$ cat src/rtl/uart_cmd_pkg.sv
// uart_cmd_pkg: shared constants, state enums and command payload type for
// the host command receiver (uart_cmd_rx) and its serial core (uart_rx_core).
// Optional feature macro used by the importers: UART_CMD_TIMEOUT_EN.
package uart_cmd_pkg;

    localparam int unsigned BYTE_W          = 8;
    localparam int unsigned TICKS_PER_BIT   = 4;
    localparam int unsigned TICK_CNT_W      = 3;
    localparam int unsigned BIT_IDX_W       = 3;
    localparam int unsigned TIMEOUT_TICKS   = 128;
    localparam int unsigned TIMEOUT_W       = $clog2(TIMEOUT_TICKS);

    localparam logic [BYTE_W-1:0] HEADER_DEFAULT  = 8'hA5;
    localparam logic [BYTE_W-1:0] OP_SET_TIMEBIN  = 8'h01;
    localparam logic [BYTE_W-1:0] OP_SET_MODE     = 8'h02;
    localparam logic [BYTE_W-1:0] OP_SEND_TIMEBIN = 8'h03;
    localparam logic [BYTE_W-1:0] TIMEBIN_RESET   = 8'd1;

    typedef enum logic [2:0] {
        RX_IDLE,
        RX_START,
        RX_DATA,
        RX_STOP,
        RX_WAIT_HIGH
    } rx_state_t;

    typedef enum logic [1:0] {
        P_HDR,
        P_OP,
        P_ARG,
        P_CHK
    } parser_state_t;

    typedef struct packed {
        logic [BYTE_W-1:0] op;
        logic [BYTE_W-1:0] arg;
    } cmd_t;

    // Expected checksum byte for a latched opcode/argument pair.
    function automatic logic [BYTE_W-1:0] cmd_checksum(input cmd_t c);
        return c.op ^ c.arg;
    endfunction

endpackage

$ cat src/rtl/uart_rx_core.sv
// uart_rx_core: 8N1 serial receiver at 4 ticks per bit.
//   clk, rst          master clock, asynchronous active-low reset
//   i_rx_line         raw serial input, idle high
//   o_rx_byte         last received byte (registered)
//   o_rx_valid        one-cycle pulse, byte received with good stop bit
//   o_rx_error        one-cycle pulse, stop bit sampled low
//   o_rx_error_nxt_c  combinational: o_rx_error will assert next cycle
//   o_busy_nxt_c      combinational: core will be out of IDLE next cycle
//   o_tick_c          quarter-bit tick (only with UART_CMD_TIMEOUT_EN)
module uart_rx_core
    import uart_cmd_pkg::*;
#(
    parameter int unsigned CLOCK_DIVIDE = 54
) (
    input  logic              clk,
    input  logic              rst,
    input  logic              i_rx_line,
    output logic [BYTE_W-1:0] o_rx_byte,
    output logic              o_rx_valid,
    output logic              o_rx_error,
    output logic              o_rx_error_nxt_c,
    output logic              o_busy_nxt_c
`ifdef UART_CMD_TIMEOUT_EN
    ,
    output logic              o_tick_c
`endif
);

    localparam int unsigned DIV_W = (CLOCK_DIVIDE > 1) ? $clog2(CLOCK_DIVIDE) : 1;
    localparam logic [DIV_W-1:0] DIV_RELOAD = DIV_W'(CLOCK_DIVIDE - 1);
    localparam logic [TICK_CNT_W-1:0] HALF_BIT = TICK_CNT_W'(TICKS_PER_BIT / 2);
    localparam logic [TICK_CNT_W-1:0] FULL_BIT = TICK_CNT_W'(TICKS_PER_BIT);

    logic [2:0]              r_sync;
    logic                    r_rx;
    logic [DIV_W-1:0]        r_div;
    logic                    w_tick;
    logic                    w_reload;
    logic                    w_sample;

    rx_state_t               r_state, w_state_nxt;
    logic [TICK_CNT_W-1:0]   r_ticks, w_ticks_nxt;
    logic [BIT_IDX_W-1:0]    r_bit, w_bit_nxt;
    logic [BYTE_W-1:0]       r_shift, w_shift_nxt;
    logic [BYTE_W-1:0]       r_rx_byte, w_byte_nxt;
    logic                    r_rx_valid, w_valid_nxt;
    logic                    r_rx_error, w_error_nxt;

    // Majority-free glitch filter: only three equal samples change the level.
    always_ff @(posedge clk or negedge rst) begin
        if (!rst) begin
            r_sync <= 3'b111;
            r_rx   <= 1'b1;
        end else begin
            r_sync <= {r_sync[1:0], i_rx_line};
            if (r_sync == 3'b111) begin
                r_rx <= 1'b1;
            end else if (r_sync == 3'b000) begin
                r_rx <= 1'b0;
            end
        end
    end

    // Quarter-bit tick divider, realigned to each detected start edge.
    always_ff @(posedge clk or negedge rst) begin
        if (!rst) begin
            r_div <= DIV_RELOAD;
        end else if (w_reload || w_tick) begin
            r_div <= DIV_RELOAD;
        end else begin
            r_div <= r_div - DIV_W'(1);
        end
    end

    assign w_tick   = (r_div == '0);
    assign w_sample = w_tick && (r_ticks == TICK_CNT_W'(1));

    // Frame state register and datapath registers.
    always_ff @(posedge clk or negedge rst) begin
        if (!rst) begin
            r_state    <= RX_IDLE;
            r_ticks    <= '0;
            r_bit      <= '0;
            r_shift    <= '0;
            r_rx_byte  <= '0;
            r_rx_valid <= 1'b0;
            r_rx_error <= 1'b0;
        end else begin
            r_state    <= w_state_nxt;
            r_ticks    <= w_ticks_nxt;
            r_bit      <= w_bit_nxt;
            r_shift    <= w_shift_nxt;
            r_rx_byte  <= w_byte_nxt;
            r_rx_valid <= w_valid_nxt;
            r_rx_error <= w_error_nxt;
        end
    end

    // Frame sequencing: start check at half bit, then one sample per bit.
    always_comb begin
        w_state_nxt = r_state;
        w_ticks_nxt = r_ticks;
        w_bit_nxt   = r_bit;
        w_shift_nxt = r_shift;
        w_byte_nxt  = r_rx_byte;
        w_valid_nxt = 1'b0;
        w_error_nxt = 1'b0;
        w_reload    = 1'b0;

        if (w_tick && (r_ticks != '0)) begin
            w_ticks_nxt = r_ticks - TICK_CNT_W'(1);
        end

        case (r_state)
            RX_IDLE: begin
                if (!r_rx) begin
                    w_state_nxt = RX_START;
                    w_ticks_nxt = HALF_BIT;
                    w_reload    = 1'b1;
                end
            end
            RX_START: begin
                if (w_sample) begin
                    if (r_rx) begin
                        w_state_nxt = RX_IDLE;
                    end else begin
                        w_state_nxt = RX_DATA;
                        w_ticks_nxt = FULL_BIT;
                        w_bit_nxt   = '0;
                    end
                end
            end
            RX_DATA: begin
                if (w_sample) begin
                    w_shift_nxt = {r_rx, r_shift[BYTE_W-1:1]};
                    w_ticks_nxt = FULL_BIT;
                    if (r_bit == BIT_IDX_W'(BYTE_W - 1)) begin
                        w_state_nxt = RX_STOP;
                    end else begin
                        w_bit_nxt = r_bit + BIT_IDX_W'(1);
                    end
                end
            end
            RX_STOP: begin
                if (w_sample) begin
                    if (r_rx) begin
                        w_valid_nxt = 1'b1;
                        w_byte_nxt  = r_shift;
                        w_state_nxt = RX_IDLE;
                    end else begin
                        w_error_nxt = 1'b1;
                        w_state_nxt = RX_WAIT_HIGH;
                    end
                end
            end
            RX_WAIT_HIGH: begin
                if (r_rx) begin
                    w_state_nxt = RX_IDLE;
                end
            end
            default: begin
                w_state_nxt = RX_IDLE;
            end
        endcase
    end

    assign o_rx_byte        = r_rx_byte;
    assign o_rx_valid       = r_rx_valid;
    assign o_rx_error       = r_rx_error;
    assign o_rx_error_nxt_c = w_error_nxt;
    assign o_busy_nxt_c     = (w_state_nxt != RX_IDLE);
`ifdef UART_CMD_TIMEOUT_EN
    assign o_tick_c         = w_tick;
`endif

endmodule

$ cat src/rtl/uart_cmd_rx.sv
// uart_cmd_rx: host command receiver. Assembles HEADER/op/arg/checksum packets
// from the serial line and drives the count transmitter's control inputs.
//   clk, rst         master clock, asynchronous active-low reset
//   rx_line          raw serial input, idle high
//   rx_byte/rx_valid/rx_error   byte-level receive status
//   cmd_valid/cmd_error         one-cycle packet accept / reject pulses
//   timebin_factor, two_bytes, stop_uart   control registers
//   send_timebin     one-cycle request pulse
//   busy             core mid-frame or parser mid-packet
// Optional: define UART_CMD_TIMEOUT_EN to abandon packets stalled for 128 ticks.
module uart_cmd_rx
    import uart_cmd_pkg::*;
#(
    parameter int unsigned       CLOCK_DIVIDE = 54,
    parameter logic [BYTE_W-1:0] HEADER       = HEADER_DEFAULT
) (
    input  logic              clk,
    input  logic              rst,
    input  logic              rx_line,
    output logic [BYTE_W-1:0] rx_byte,
    output logic              rx_valid,
    output logic              rx_error,
    output logic              cmd_valid,
    output logic              cmd_error,
    output logic [BYTE_W-1:0] timebin_factor,
    output logic              two_bytes,
    output logic              stop_uart,
    output logic              send_timebin,
    output logic              busy
);

    logic [BYTE_W-1:0] w_rx_byte;
    logic              w_rx_valid;
    logic              w_rx_error;
    logic              w_rx_error_nxt;
    logic              w_core_busy_nxt;
`ifdef UART_CMD_TIMEOUT_EN
    logic              w_tick;
    logic [TIMEOUT_W-1:0] r_to_cnt, w_to_nxt;
`endif

    parser_state_t     r_pstate, w_pstate_nxt;
    cmd_t              r_cmd, w_cmd_nxt;
    logic [BYTE_W-1:0] r_tbf, w_tbf_nxt;
    logic              r_two, w_two_nxt;
    logic              r_stop, w_stop_nxt;
    logic              r_cmd_valid, w_cmd_valid_nxt;
    logic              r_cmd_error, w_cmd_error_nxt;
    logic              r_send, w_send_nxt;
    logic              r_busy;

    uart_rx_core #(
        .CLOCK_DIVIDE (CLOCK_DIVIDE)
    ) u_core (
        .clk              (clk),
        .rst              (rst),
        .i_rx_line        (rx_line),
        .o_rx_byte        (w_rx_byte),
        .o_rx_valid       (w_rx_valid),
        .o_rx_error       (w_rx_error),
        .o_rx_error_nxt_c (w_rx_error_nxt),
        .o_busy_nxt_c     (w_core_busy_nxt)
`ifdef UART_CMD_TIMEOUT_EN
        ,
        .o_tick_c         (w_tick)
`endif
    );

    // Parser state and control registers.
    always_ff @(posedge clk or negedge rst) begin
        if (!rst) begin
            r_pstate    <= P_HDR;
            r_cmd       <= '0;
            r_tbf       <= TIMEBIN_RESET;
            r_two       <= 1'b0;
            r_stop      <= 1'b1;
            r_cmd_valid <= 1'b0;
            r_cmd_error <= 1'b0;
            r_send      <= 1'b0;
            r_busy      <= 1'b0;
`ifdef UART_CMD_TIMEOUT_EN
            r_to_cnt    <= '0;
`endif
        end else begin
            r_pstate    <= w_pstate_nxt;
            r_cmd       <= w_cmd_nxt;
            r_tbf       <= w_tbf_nxt;
            r_two       <= w_two_nxt;
            r_stop      <= w_stop_nxt;
            r_cmd_valid <= w_cmd_valid_nxt;
            r_cmd_error <= w_cmd_error_nxt;
            r_send      <= w_send_nxt;
            r_busy      <= w_core_busy_nxt || (w_pstate_nxt != P_HDR);
`ifdef UART_CMD_TIMEOUT_EN
            r_to_cnt    <= w_to_nxt;
`endif
        end
    end

    // Packet parsing and command execution.
    always_comb begin
        w_pstate_nxt    = r_pstate;
        w_cmd_nxt       = r_cmd;
        w_tbf_nxt       = r_tbf;
        w_two_nxt       = r_two;
        w_stop_nxt      = r_stop;
        w_cmd_valid_nxt = 1'b0;
        w_cmd_error_nxt = 1'b0;
        w_send_nxt      = 1'b0;
`ifdef UART_CMD_TIMEOUT_EN
        w_to_nxt        = r_to_cnt;
`endif

        case (r_pstate)
            P_HDR: begin
                if (w_rx_valid && (w_rx_byte == HEADER)) begin
                    w_pstate_nxt = P_OP;
                end
            end
            P_OP: begin
                if (w_rx_valid) begin
                    w_cmd_nxt.op = w_rx_byte;
                    w_pstate_nxt = P_ARG;
                end
            end
            P_ARG: begin
                if (w_rx_valid) begin
                    w_cmd_nxt.arg = w_rx_byte;
                    w_pstate_nxt  = P_CHK;
                end
            end
            P_CHK: begin
                if (w_rx_valid) begin
                    w_pstate_nxt = P_HDR;
                    if (w_rx_byte != cmd_checksum(r_cmd)) begin
                        w_cmd_error_nxt = 1'b1;
                    end else begin
                        case (r_cmd.op)
                            OP_SET_TIMEBIN: begin
                                w_tbf_nxt       = r_cmd.arg;
                                w_cmd_valid_nxt = 1'b1;
                            end
                            OP_SET_MODE: begin
                                w_two_nxt       = r_cmd.arg[0];
                                w_stop_nxt      = r_cmd.arg[1];
                                w_cmd_valid_nxt = 1'b1;
                            end
                            OP_SEND_TIMEBIN: begin
                                w_send_nxt      = 1'b1;
                                w_cmd_valid_nxt = 1'b1;
                            end
                            default: begin
                                w_cmd_error_nxt = 1'b1;
                            end
                        endcase
                    end
                end
            end
            default: begin
                w_pstate_nxt = P_HDR;
            end
        endcase

`ifdef UART_CMD_TIMEOUT_EN
        // Idle-tick watchdog, restarted by every received byte.
        if ((r_pstate == P_HDR) || w_rx_valid) begin
            w_to_nxt = '0;
        end else if (w_tick) begin
            if (r_to_cnt == TIMEOUT_W'(TIMEOUT_TICKS - 1)) begin
                w_to_nxt        = '0;
                w_pstate_nxt    = P_HDR;
                w_cmd_error_nxt = 1'b1;
            end else begin
                w_to_nxt = r_to_cnt + TIMEOUT_W'(1);
            end
        end
`endif

        // Framing error aborts a partial packet; uses the core's next-cycle
        // flag so cmd_error lines up with rx_error.
        if (w_rx_error_nxt && (r_pstate != P_HDR)) begin
            w_pstate_nxt    = P_HDR;
            w_cmd_error_nxt = 1'b1;
        end
    end

    assign rx_byte        = w_rx_byte;
    assign rx_valid       = w_rx_valid;
    assign rx_error       = w_rx_error;
    assign cmd_valid      = r_cmd_valid;
    assign cmd_error      = r_cmd_error;
    assign timebin_factor = r_tbf;
    assign two_bytes      = r_two;
    assign stop_uart      = r_stop;
    assign send_timebin   = r_send;
    assign busy           = r_busy;

endmodule
$ cat config.mk
export PLATFORM = sky130hd
export DESIGN_NAME = uart_cmd_rx
export DESIGN_NICKNAME = d
export VERILOG_FILES = /design/src/rtl/uart_cmd_pkg.sv /design/src/rtl/uart_rx_core.sv /design/src/rtl/uart_cmd_rx.sv
export SDC_FILE = /design/constraint.sdc
export NUM_CORES = 1
export LEC_CHECK = 0
export ABC_CLOCK_PERIOD_IN_PS = 3500
export CORE_UTILIZATION = 55
export DETAILED_ROUTE_END_ITERATION = 8
export PLACE_DENSITY = 0.72
export SYNTH_ARGS = -nofsm -noshare
export SYNTH_HDL_FRONTEND = slang
export SYNTH_SLANG_ARGS = --single-unit
$ cat constraint.sdc
create_clock -name clk -period 3.5 [get_ports clk]
set_input_delay 0.7 -clock clk [delete_from_list [all_inputs] [get_ports clk]]
set_output_delay 0.7 -clock clk [all_outputs]
set_load 0.005 [all_outputs]
# After elaboration in Yosys (flattened, before gate mapping)

Cells that the tools add are included.
W data, S select, Z words.

Add/sub/neg operators: 3
Equality and inequality tests: 19
Mux-type cells: 49
Bitwise gates (word level): 2
Reduce and logical (&&, ||, !) cells: 24

Operator list:

| cell                  | count |
|---|---|
| $mux W3               | 16 |
| $mux W1               | 22 |
| $eq A8 B2 Y1 const B  | 2 |
| $pmux W3 S5           | 1 |
| $mux W2               | 6 |
| $eq A3 B3 Y1 const B  | 3 |
| $pmux W3 S3           | 1 |
| $eq A8 B1 Y1 const B  | 1 |
| $eq A8 B8 Y1 const B  | 1 |
| $ne A8 B8 Y1          | 1 |
| $pmux W2 S4           | 1 |
| $reduce_and A4 Y1     | 2 |
| $reduce_bool A2 Y1    | 4 |
| $xor A8 B8 Y8         | 1 |
| $eq A3 B1 Y1 const B  | 2 |
| $eq A3 B2 Y1 const B  | 2 |
| $logic_not A3 Y1      | 2 |
| $logic_not A6 Y1      | 1 |
| $mux W6               | 1 |
| $pmux W3 S2           | 1 |
| $reduce_and A2 Y1     | 3 |
| $reduce_bool A3 Y1    | 2 |
| $sub A6 B1 Y6 const B | 1 |
| $reduce_and A5 Y1     | 1 |
| other kinds (12)      | 19 |

Output and inout port bits: 24
Word-level logic and storage cells: 117
Register bits: 69
Input port bits: 3

# Longest topological paths before layout

Gate-level depths: netlist of the first run.

Depth in word-level cells: 8
Mapped depth: 8
Depth with buffers taken out: 7

# Modules after synthesis

A second synthesis of the first run with hierarchy kept.

Cell total of the unflattened synthesis: 237
Area, all modules: 3216.8 um^2

Modules (own cells, without submodules):

| module       | area each (um^2) | cells an instance | instances |
|---|---|---|---|
| uart_rx_core | 1735.4           | 142               | 1 |
| uart_cmd_rx  | 1481.4           | 95                | 1 |

# Least setup slack after synthesis of the first run

No wires, ideal clock.

Kind: flip-flop to flip-flop
Start: register u_core.r_div[0]
End: register r_busy (netlist: busy)
Setup slack: 1454 ps
Library setup time: 133 ps
Cell stages (with the launch flop): 9
Arrival: 1913 ps
Period minus slack after synthesis: 2046 ps
Cells stage by stage: dfstp_2 > inv_1 > ha_1 > or4b_4 > nor4b_4 > buf_6 > mux2i_1 > o2bb2a_4 > o211ai_1

Cells in the longest elaborated chain, start to end: 8

Ends and longest elaborated chain:

| what                   | line                | text |
|---|---|---|
| from (decl)            | uart_rx_core.sv:36  | `logic [DIV_W-1:0] r_div;` |
| from (signal assigned) | uart_rx_core.sv:71  | `r_div <= r_div - DIV_W'(1);` |
| $logic_not A6 Y1 *     | uart_rx_core.sv:75  | `assign w_tick = (r_div == '0);` |
| $logic_and A1 B1 Y1 *  | uart_rx_core.sv:76  | `assign w_sample = w_tick && (r_ticks == TICK_CNT_W'(1));` |
| $mux W1                | uart_rx_core.sv:145 | `if (w_sample) begin` |
| $mux W1                | uart_rx_core.sv:114 | `case (r_state)` |
| $logic_and A1 B1 Y1    | uart_cmd_rx.sv:181  | `if (w_rx_error_nxt && (r_pstate != P_HDR)) begin` |
| $mux W2                | uart_cmd_rx.sv:181  |  |
| $reduce_bool A2 Y1     | uart_cmd_rx.sv:93   | `r_busy <= w_core_busy_nxt \|\| (w_pstate_nxt != P_HDR);` |
| $logic_or A1 B1 Y1 *   | uart_cmd_rx.sv:93   |  |
| to (signal assigned)   | uart_cmd_rx.sv:93   |  |
| to (decl)              | uart_cmd_rx.sv:50   | `logic r_busy;` |

Mark *: on every way between the ends. The rest lies on a longest branch, timed or not.
A chain may end at the register's enable or synchronous reset.

# Final worst setup path of the first run

Start: register u_core.r_div[1]
End: register u_core.r_rx_byte[1] (netlist: u_core.o_rx_byte[1])

Cells in the longest elaborated chain, start to end: 3

Ends and longest elaborated chain:

| what                               | line               | text |
|---|---|---|
| $logic_not A6 Y1                   | uart_rx_core.sv:75 |  |
| $logic_and A1 B1 Y1                | uart_rx_core.sv:76 |  |
| $reduce_and A3 Y1 (no source line) | -                  |  |
| to (signal assigned)               | uart_rx_core.sv:93 | `r_rx_byte <= w_byte_nxt;` |
| to (decl)                          | uart_rx_core.sv:45 | `logic [BYTE_W-1:0] r_rx_byte, w_byte_nxt;` |

Every way passes these cells.

==> flow_metrics.env, run 1 <==
export IMPL_io_pins=27
export IMPL_synth_largest_area_cell="dfrtp_1"
export IMPL_fin_ws_ns=0.853
export IMPL_hold_viol_final=0
export IMPL_cp_slowest_stage_delay_ns=0.65
export IMPL_synth_most_common_cell="dfrtp_1"
export IMPL_io_buffers=26
export IMPL_die_y_um=77.7
export IMPL_max_freq_ghz=0.378
export IMPL_start_util=0.572
export IMPL_synth_edf_count=0
export IMPL_viasPerCell=5.38
export IMPL_synth_main_ff_cell="dfrtp_1"
export IMPL_nFillCells=409
export IMPL_synth_top_area_share=0.468
export IMPL_p_leak_nw=1.76
export IMPL_synth_area_per_cell_um2=13.2
export IMPL_worstPathArrival_ns=2.88
export IMPL_synthCells=238
export IMPL_crit_chain="inv_1 -> ha_1 -> or4b_4 -> nor4b_4 -> nand4_2 -> mux2_2"
export IMPL_drive_above_1_share=0.297
export IMPL_cts_max_path_buffers=2
export IMPL_drt_wl_total_um=5280
export IMPL_max_slew_margin=0.442
export IMPL_ys_async_sr_fraction=1.00
export IMPL_cts_tree="yes"
export IMPL_slowest_stage="nor4b_4"
export IMPL_maxCapViolCount=0
export IMPL_postCtsSetupRepairBufs=0
export IMPL_status="finished clean"
export IMPL_numCtsBuffers=9
export IMPL_cts_hold_buf=0
export IMPL_hold_path_class="register to register"
export IMPL_fin_nets=280
export IMPL_drt_wirelength_per_cell_um=15.2
export IMPL_drt_iter0_markers=81
export IMPL_htreeDepth=3
export IMPL_grt_ovfl_total=0
export IMPL_grt_antenna_before_repair=0
export IMPL_worst_slew_pin_slew_ns=0.837
export IMPL_diodes=0
export IMPL_grt_setup_unrepaired="no"
export IMPL_ys_warn_count=0
export IMPL_finalSetupViolCount=0
export IMPL_grt_pass1_vias=1922
export IMPL_cp_start_kind="register"
export IMPL_core_mm2=0.00551
export IMPL_crit_family="simple AND/OR/NAND/NOR gates"
export IMPL_critPathRequiredTime_ns=3.73
export IMPL_ys_ff_latch=69
export IMPL_area_delta_synth_final_pct=17.0
export IMPL_die_w_um=77.7
export IMPL_row_count=27
export IMPL_clkTransAtPathRegs_ns=0.07
export IMPL_min_period_ns=2.65
export IMPL_synth_area_leaders="dfrtp_1, mux2_2, dfstp_2, xnor3_1, ha_1"
export IMPL_postRouteAntennaNets=0
export IMPL_crit_fanout=11
export IMPL_post_cts_resized=0
export IMPL_ys_top_cells_by_count="dfrtp_1, mux2_2, nand2_1, nor2_1, dfstp_2"
export IMPL_root_buffer="clkbuf_8"
export IMPL_drc_errors=0
export IMPL_dieArea_mm2=0.00604
export IMPL_rrSetupSlack_ns=0.85
export IMPL_clkLatencyLatePin_ns=0.34
export IMPL_clkSinkCount=69
export IMPL_syn_nets=247
export IMPL_drv_slew=0
export IMPL_ys_seq_area_frac=0.552
export IMPL_setup_tns_ns=0
export IMPL_firstDrtPassIters=3
export IMPL_hpwl_um=3660
export IMPL_crit_type="register to register"
export IMPL_synth_distinct_cells=46
export IMPL_via_count=1873
export IMPL_finalCritPeriodShare=0.756
export IMPL_synthesis_area_mm2=0.00315
export IMPL_gp_congestion=0.740
export IMPL_grt_max_degree=70
export IMPL_finClkSkew_ns=0.00837
export IMPL_grt_pass1_wl_um=9180
export IMPL_crit_buf_inv=1
export IMPL_power_density_mw_per_mm2=410
export IMPL_pre_cts_ws_ns=0.855
export IMPL_grt_usage=0.204
export IMPL_endpoint_kind="register"
export IMPL_ir_drop_v=0.000250
metrics by stage:
| stage | hold WS [ns] | cell area [um^2] | std cells | util | power, W |
|---|---|---|---|---|---|
| global route | 0.375 | 3690 | 348 | 0.670 | 0.00157 |
| CTS | 0.371 | 3690 | 348 | 0.670 | 0.00154 |
| floorplan | 0.354 | 3150 | 238 | - | 0.000830 |
| finish | 0.371 | 3690 | 348 | 0.670 | 0.00151 |
| detailed placement | 0.360 | 3480 | 332 | 0.631 | 0.000850 |
| global placement | 0.359 | 3480 | 332 | 0.631 | 0.000850 |
worst reg2reg max path, delay by kind of cell, from the launching register on:
| family | cells | cell delay [ns] |
|---|---|---|
| AND/OR/NAND/NOR | 3 | 1.55 |
| flip-flops | 1 | 0.38 |
| multiplexers | 1 | 0.37 |
| adder cells (fa/ha/maj) | 1 | 0.18 |
| buffers and inverters | 1 | 0.06 |
layout make-up:
class	instances	area (um^2)	share of cell area
clock buffers	12	155	0.0421
clock inverters	4	55.1	0.0149
inverters	9	33.8	0.00916
multi-input cells	155	1350	0.366
flip-flops and latches	69	1740	0.472
well taps	72	90.1	0.0244
repair buffers	27	263	0.0713
placed cells by master (no fill, tap or decap), types with 2 or more instances in the layout:
cell type        synthesis  layout
xnor3_1                  6       6
nor2b_1                  3       3
a22o_1                   2       2
nor3_1                   2       2
xor2_1                   2       2
nand2_1                 17      17
and3_1                   2       2
o211ai_1                 2       2
xnor2_1                  4       4
nand3_1                  5       5
clkdlybuf4s50_1          0      25
inv_1                    9       9
dfrtp_1                 59      59
ha_1                     6       6
a21oi_1                  6       6
nor4bb_1                 2       2
or2_2                    2       2
o21ai_0                  6       6
nand2b_1                 4       4
dfstp_2                 10      10
mux2_2                  43      43
clkbuf_8                 0      11
mux2i_1                  3       3
nor2_1                  17      17
sequential cells by signal, summed over array words and instances (netlist names), 2 cells and up:
| register | count |
|---|---|
| r_cmd | 16 |
| u_core.r_state | 3 |
| u_core.r_div | 6 |
| r_pstate | 2 |
| timebin_factor | 8 |
| u_core.r_ticks | 3 |
| u_core.o_rx_byte | 8 |
| u_core.r_sync | 3 |
| u_core.r_shift | 8 |
| u_core.r_bit | 3 |
per-layer routing:
metal | share of wire | vias up | GRT usage
li1 | - | 907 | -
met1 | 0.48 | 931 | 0.257
met2 | 0.48 | 26 | 0.327
met3 | 0.021 | 9 | 0.0459
met4 | 0.019 | 0 | 0.115
met5 | 0 | - | 0
final timing paths:
path,startpoint,cells after the start,to
worst max-delay path,u_core.r_div[1],6,u_core.o_rx_byte[1]
worst min-delay path,u_core.r_sync[0],0,u_core.r_sync[1]
worst max register to register,u_core.r_div[1],6,u_core.o_rx_byte[1]
worst min register to register,u_core.r_sync[0],0,u_core.r_sync[1]
max in group asynchronous,rst,2,r_cmd[10]
min in group asynchronous,rst,2,send_timebin
where the power goes:
| group | internal, W | switching (W) | leakage, nW |
|---|---|---|---|
| Sequential | 0.000803 | 0.00000466 | 0.913 |
| Clock | 0.000372 | 0.000306 | 0.103 |
| Combinational | 0.00000708 | 0.0000190 | 0.748 |
logic make-up (layout without fill, tap and decap cells):
kind of cell / count (synthesis) / after routing / share of synthesized area
adder cells (fa/ha/maj): 6 / 6 / 0.0238
buffers and inverters: 14 / 52 / 0.0194
multiplexers: 46 / 46 / 0.163
AND/OR/NAND/NOR: 69 / 69 / 0.134
flip-flops: 69 / 69 / 0.552
XOR/XNOR: 12 / 12 / 0.0595
AO/OA/AOI/OAI: 22 / 22 / 0.0484
Power figures use the tool's default switching activity.
==> run 2, diff against run 1 <==
- ABC_CLOCK_PERIOD_IN_PS: 3500 -> 2350
- CORE_UTILIZATION: 55 -> 52
- clock period: 3.5 -> 2.35 ns (I/O delays scaled with it)
==> run 2 against run 1 <==
  * Via count rose by 3.1%
  * Highest routed layer unchanged
  * Sequential share of layout area fell by 0.82 points
  * First-iteration DRC count increased by 12%
==> flow_metrics.env, run 2 (same netlist as run 1, synthesis figures left out) <==
export IMPL_postRouteAntennaNets=0
export IMPL_crit_type="register to register"
export IMPL_max_freq_ghz=0.455
export IMPL_root_buffer="clkbuf_8"
export IMPL_diodes=0
export IMPL_fin_ws_ns=0.152
export IMPL_regMostFlops="r_cmd"
export IMPL_crit_fanout=9
export IMPL_cts_max_path_buffers=2
export IMPL_power_density_mw_per_mm2=584
export IMPL_clkTransAtPathRegs_ns=0.07
export IMPL_finClkSkew_ns=0.00944
export IMPL_clkLatencyLatePin_ns=0.34
export IMPL_firstDrtPassIters=4
export IMPL_cp_start_kind="register"
export IMPL_drt_iter0_markers=91
export IMPL_hpwl_um=3750
export IMPL_ir_drop_v=0.000343
export IMPL_grt_ovfl_total=0
export IMPL_min_period_ns=2.20
export IMPL_p_leak_nw=1.81
export IMPL_drt_wl_total_um=5400
export IMPL_area_delta_synth_final_pct=19.1
export IMPL_drive_above_1_share=0.319
export IMPL_numCtsBuffers=9
export IMPL_p_int_w=0.00173
export IMPL_mostFrequentLayoutCells="dfrtp_1, mux2_2, clkdlybuf4s50_1, nand2_1, nor2_1"
export IMPL_maxCapViolCount=0
export IMPL_power_frac_comb=0.019
export IMPL_setup_tns_ns=0
export IMPL_power_share_sequential=0.549
export IMPL_cts_tree="yes"
export IMPL_die_y_um=79.9
export IMPL_pre_cts_ws_ns=0.115
export IMPL_grt_antenna_before_repair=0
export IMPL_grt_max_degree=70
export IMPL_status="finished clean"
export IMPL_hold_viol_final=0
export IMPL_grt_setup_unrepaired="no"
export IMPL_critPathRequiredTime_ns=2.58
export IMPL_fin_nets=289
export IMPL_drv_slew=0
export IMPL_core_mm2=0.00568
export IMPL_cts_hold_buf=0
export IMPL_die_w_um=79.9
export IMPL_endpoint_kind="register"
export IMPL_hold_path_class="input pin to asynchronous set/reset pin"
export IMPL_grt_usage=0.191
export IMPL_via_count=1931
export IMPL_grt_pass1_wl_um=9080
export IMPL_finalSetupViolCount=0
export IMPL_grt_pass1_vias=1954
export IMPL_worst_slew_pin_slew_ns=0.517
export IMPL_worstPathArrival_ns=2.42
export IMPL_dieArea_mm2=0.00638
export IMPL_max_slew_margin=0.653
export IMPL_gp_congestion=0.749
export IMPL_swShare=0.212
export IMPL_p_clk_frac=0.431
export IMPL_drt_wirelength_per_cell_um=15.1
export IMPL_clkSinkCount=69
export IMPL_io_buffers=26
export IMPL_viasPerCell=5.41
export IMPL_row_count=27
export IMPL_holdWs_ns=0.139
export IMPL_final_common_cell="dfrtp_1"
export IMPL_io_pins=27
export IMPL_htreeDepth=3
export IMPL_drc_errors=0
export IMPL_finalCritPeriodShare=0.935
export IMPL_fin_util=0.661
export IMPL_start_util=0.555
export IMPL_p_sw_w=0.000465
export IMPL_largest_reg_flops=16
==> run 2: cell types whose count changed in the layout (fill, tap and decap cells not counted) <==
cell	delta
nor2_1	-1
nor2_2	+1
clkbuf_8	-1
inv_6	-1
buf_12	+1
clkbuf_1	+1
clkinv_4	-1
clkinv_2	+2
buf_4	+8
==> run 2: final timing paths <==
check / from / endpoint / slack [ns] / cells past startpoint
worst max-delay path: u_core.r_div[0] / u_core.o_rx_byte[2] / 0.15 / 6
worst min-delay path: rst / r_cmd[9] / 0.14 / 2
worst max register to register: u_core.r_div[0] / u_core.o_rx_byte[2] / 0.15 / 6
worst min register to register: u_core.r_sync[0] / u_core.r_sync[1] / 0.37 / 0
max in group asynchronous: rst / u_core.r_div[5] / 1.86 / 2
min in group clk: u_core.r_sync[0] / u_core.r_sync[1] / 0.37 / 0
==> run 2: routing by layer <==
layer | wire, um | part of all wire | up-vias | track usage
met3 | 190 | 0.035 | 9 | 0.0491
met2 | 2690 | 0.50 | 40 | 0.313
met4 | 75 | 0.014 | 0 | 0.0750
li1 | - | - | 925 | -
met1 | 2440 | 0.45 | 957 | 0.241
met5 | 0 | 0 | - | 0
==> run 2: critical path, cell delays in order, from the launching register on <==
cell and delay, ns:
dfstp_2 0.38, inv_1 0.05, ha_1 0.17, or4b_4 0.51
nor4b_4 0.30, nand4_2 0.32, mux2_2 0.37
==> run 2: through the flow <==
step | instances | cell area (um^2) | power, W
floorplan | 238 | 3150 | 0.00124
global placement | 341 | 3560 | 0.00127
detailed placement | 341 | 3560 | 0.00127
CTS | 357 | 3750 | 0.00221
global route | 357 | 3750 | 0.00226
finish | 357 | 3750 | 0.00219
==> run 2: power groups by stage <==
stage               clock, W  sequential, W  combinational, W
CTS                 0.000961        0.00120         0.0000441
finish              0.000945        0.00120         0.0000423
floorplan                  0        0.00122         0.0000170
detailed placement         0        0.00123         0.0000442
global route         0.00101        0.00120         0.0000493
global placement           0        0.00122         0.0000438
==> run 2: repair_timing <==
item | 4_1_cts | 5_1_grt
endpoints found under the setup margin | 0 | 2
resized for setup | 0 | 1
setup buffers | 0 | 0
==> run 2: cell type report <==
class | count | area (um^2)
fillers | 426 | 1920
flip-flops and latches | 69 | 1740
multi-input cells | 155 | 1350
repair buffers | 36 | 343
clock buffers | 12 | 145
well taps | 72 | 90.1
clock inverters | 4 | 47.5
inverters | 9 | 33.8
==> run 3, diff against run 2 <==
- ABC_CLOCK_PERIOD_IN_PS: 2350 -> 2200
- CORE_UTILIZATION: 52 -> 55
- clock period: 2.35 -> 2.2 ns (I/O delays scaled with it)
==> run 3 against run 2 <==
  * Critical path depth increased by 1
  * Sequential share of layout area decreased by 1.6 points
  * Die area down 5.3%
  * Combinational power rose by 8.3%
  * Hold slack lost 0.029 ns
  * Register-to-register slack got worse by 0.11 ns
  * Fmax rose by 1.8%
  * Design area increased by 3.6%
  * Non-clock buffer count increased by 9
  * Sequential power rose by 8%
  * Routed wire length up 2.7%
  * Critical path type unchanged
==> flow_metrics.env, run 3 (same netlist as run 1, synthesis figures left out) <==
export IMPL_die_w_um=77.7
export IMPL_worstPathArrival_ns=2.39
export IMPL_crit_fanout=5
export IMPL_finalSetupViolCount=0
export IMPL_endpoint_kind="register"
export IMPL_via_count=1970
export IMPL_drc_errors=0
export IMPL_grt_max_degree=70
export IMPL_drt_iter0_markers=102
export IMPL_pre_cts_ws_ns=-0.0392
export IMPL_ir_drop_v=0.000415
export IMPL_status="finished clean"
export IMPL_cts_hold_buf=0
export IMPL_crit_buf_inv=2
export IMPL_rrSetupSlack_ns=0.04
export IMPL_hold_path_class="input pin to asynchronous set/reset pin"
export IMPL_final_common_cell="dfrtp_1"
export IMPL_p_leak_nw=1.91
export IMPL_crit_type="register to register"
export IMPL_grt_setup_unrepaired="yes"
export IMPL_die_y_um=77.7
export IMPL_largest_reg_flops=16
export IMPL_core_mm2=0.00551
export IMPL_hpwl_um=3800
export IMPL_maxCapViolCount=0
export IMPL_io_pins=27
export IMPL_root_buffer="clkbuf_8"
export IMPL_start_util=0.572
export IMPL_diodes=0
export IMPL_htreeDepth=3
export IMPL_min_period_ns=2.16
export IMPL_drv_slew=0
export IMPL_reg2reg_from="u_core.r_div[1]"
export IMPL_worst_slew_pin_slew_ns=0.723
export IMPL_drt_wirelength_per_cell_um=15.1
export IMPL_finalCritPeriodShare=0.982
export IMPL_drive_above_1_share=0.353
export IMPL_crit_family="simple AND/OR/NAND/NOR gates"
export IMPL_gp_congestion=0.818
export IMPL_slowest_stage="or4b_4"
export IMPL_cts_tree="yes"
export IMPL_cp_start_kind="register"
export IMPL_io_buffers=26
export IMPL_grt_pass1_wl_um=9670
export IMPL_hold_viol_final=0
export IMPL_viasPerCell=5.37
export IMPL_fin_util=0.706
export IMPL_rr_worst_depth=7
export IMPL_grt_pass1_vias=2037
export IMPL_clkSinkCount=69
export IMPL_nFillCells=389
export IMPL_drt_wl_total_um=5550
export IMPL_mostFrequentLayoutCells="dfrtp_1, mux2_2, clkdlybuf4s50_1, buf_4, nand2_1"
export IMPL_finClkSkew_ns=0.00487
export IMPL_regMostFlops="r_cmd"
export IMPL_clkTransAtPathRegs_ns=0.07
export IMPL_cp_slowest_stage_delay_ns=0.49
export IMPL_dieArea_mm2=0.00604
export IMPL_crit_chain="inv_1 -> ha_2 -> or4b_4 -> nor4b_4 -> buf_4 -> nand4_4 -> mux2_2"
export IMPL_area_delta_synth_final_pct=23.4
export IMPL_max_freq_ghz=0.463
export IMPL_grt_ovfl_total=0
export IMPL_row_count=27
export IMPL_numCtsBuffers=9
export IMPL_grt_usage=0.217
export IMPL_fin_nets=299
export IMPL_postRouteAntennaNets=0
export IMPL_clkLatencyLatePin_ns=0.34
export IMPL_critPathRequiredTime_ns=2.43
export IMPL_firstDrtPassIters=4
export IMPL_grt_antenna_before_repair=0
export IMPL_power_density_mw_per_mm2=606
export IMPL_fin_ws_ns=0.0406
export IMPL_max_slew_margin=0.517
export IMPL_r2r_end="u_core.o_rx_byte[3]"
export IMPL_total_power_w=0.00236
export IMPL_cts_max_path_buffers=2
run 3: layer usage:
| layer | GRT usage | wire length, um | up-vias |
|---|---|---|---|
| li1 | - | - | 950 |
| met4 | 0.111 | 81 | 0 |
| met2 | 0.343 | 2720 | 34 |
| met1 | 0.275 | 2580 | 979 |
| met5 | 0 | 0 | - |
| met3 | 0.0565 | 167 | 7 |
run 3: metrics by stage:
stage,hold WS [ns],setup TNS (ns),instances,cell area (um^2)
after CTS,0.127,-0.573,366,3860
after detailed placement,0.358,-0.0392,346,3590
after global placement,0.357,0,346,3590
after global routing,0.129,-0.815,367,3890
after floorplan,0.144,0,238,3150
final,0.110,0,367,3890
run 3: timing repair:
| item | 4_1_cts | 5_1_grt |
|---|---|---|
| setup endpoints to repair | 20 | 32 |
| setup buffers | 3 | 1 |
| pin swaps | 2 | 2 |
| gates cloned | 1 | 0 |
| resized for setup | 5 | 3 |
run 3: power by group:
group,leakage [nW],switching [W],internal [W]
Clock,0.0943,0.000475,0.000549
Sequential,0.913,0.0000108,0.00128
Combinational,0.899,0.0000307,0.0000152
run 3: final cells by class:
type                       count  area, um^2  share of cell area
multi-input combinational    156        1420               0.364
clock buffer                  10         138              0.0354
timing repair buffer          45         410               0.106
tap                           72        90.1              0.0232
inverter                       9        33.8             0.00869
clock inverter                 6        62.6              0.0161
sequential                    69        1740               0.447
run 3: worst max-delay path by stage:
stage	slack (ns)	from	endpoint	cells past startpoint
floorplan	0.15	u_core.r_div[0]	busy	8
global placement	0.006	u_core.r_div[0]	busy	8
detailed placement	-0.04	u_core.r_div[1]	busy	8
CTS	-0.04	u_core.r_div[1]	u_core.o_rx_byte[3]	7
global route	-0.06	u_core.r_div[1]	u_core.o_rx_byte[4]	7
finish	0.04	u_core.r_div[1]	u_core.o_rx_byte[3]	7
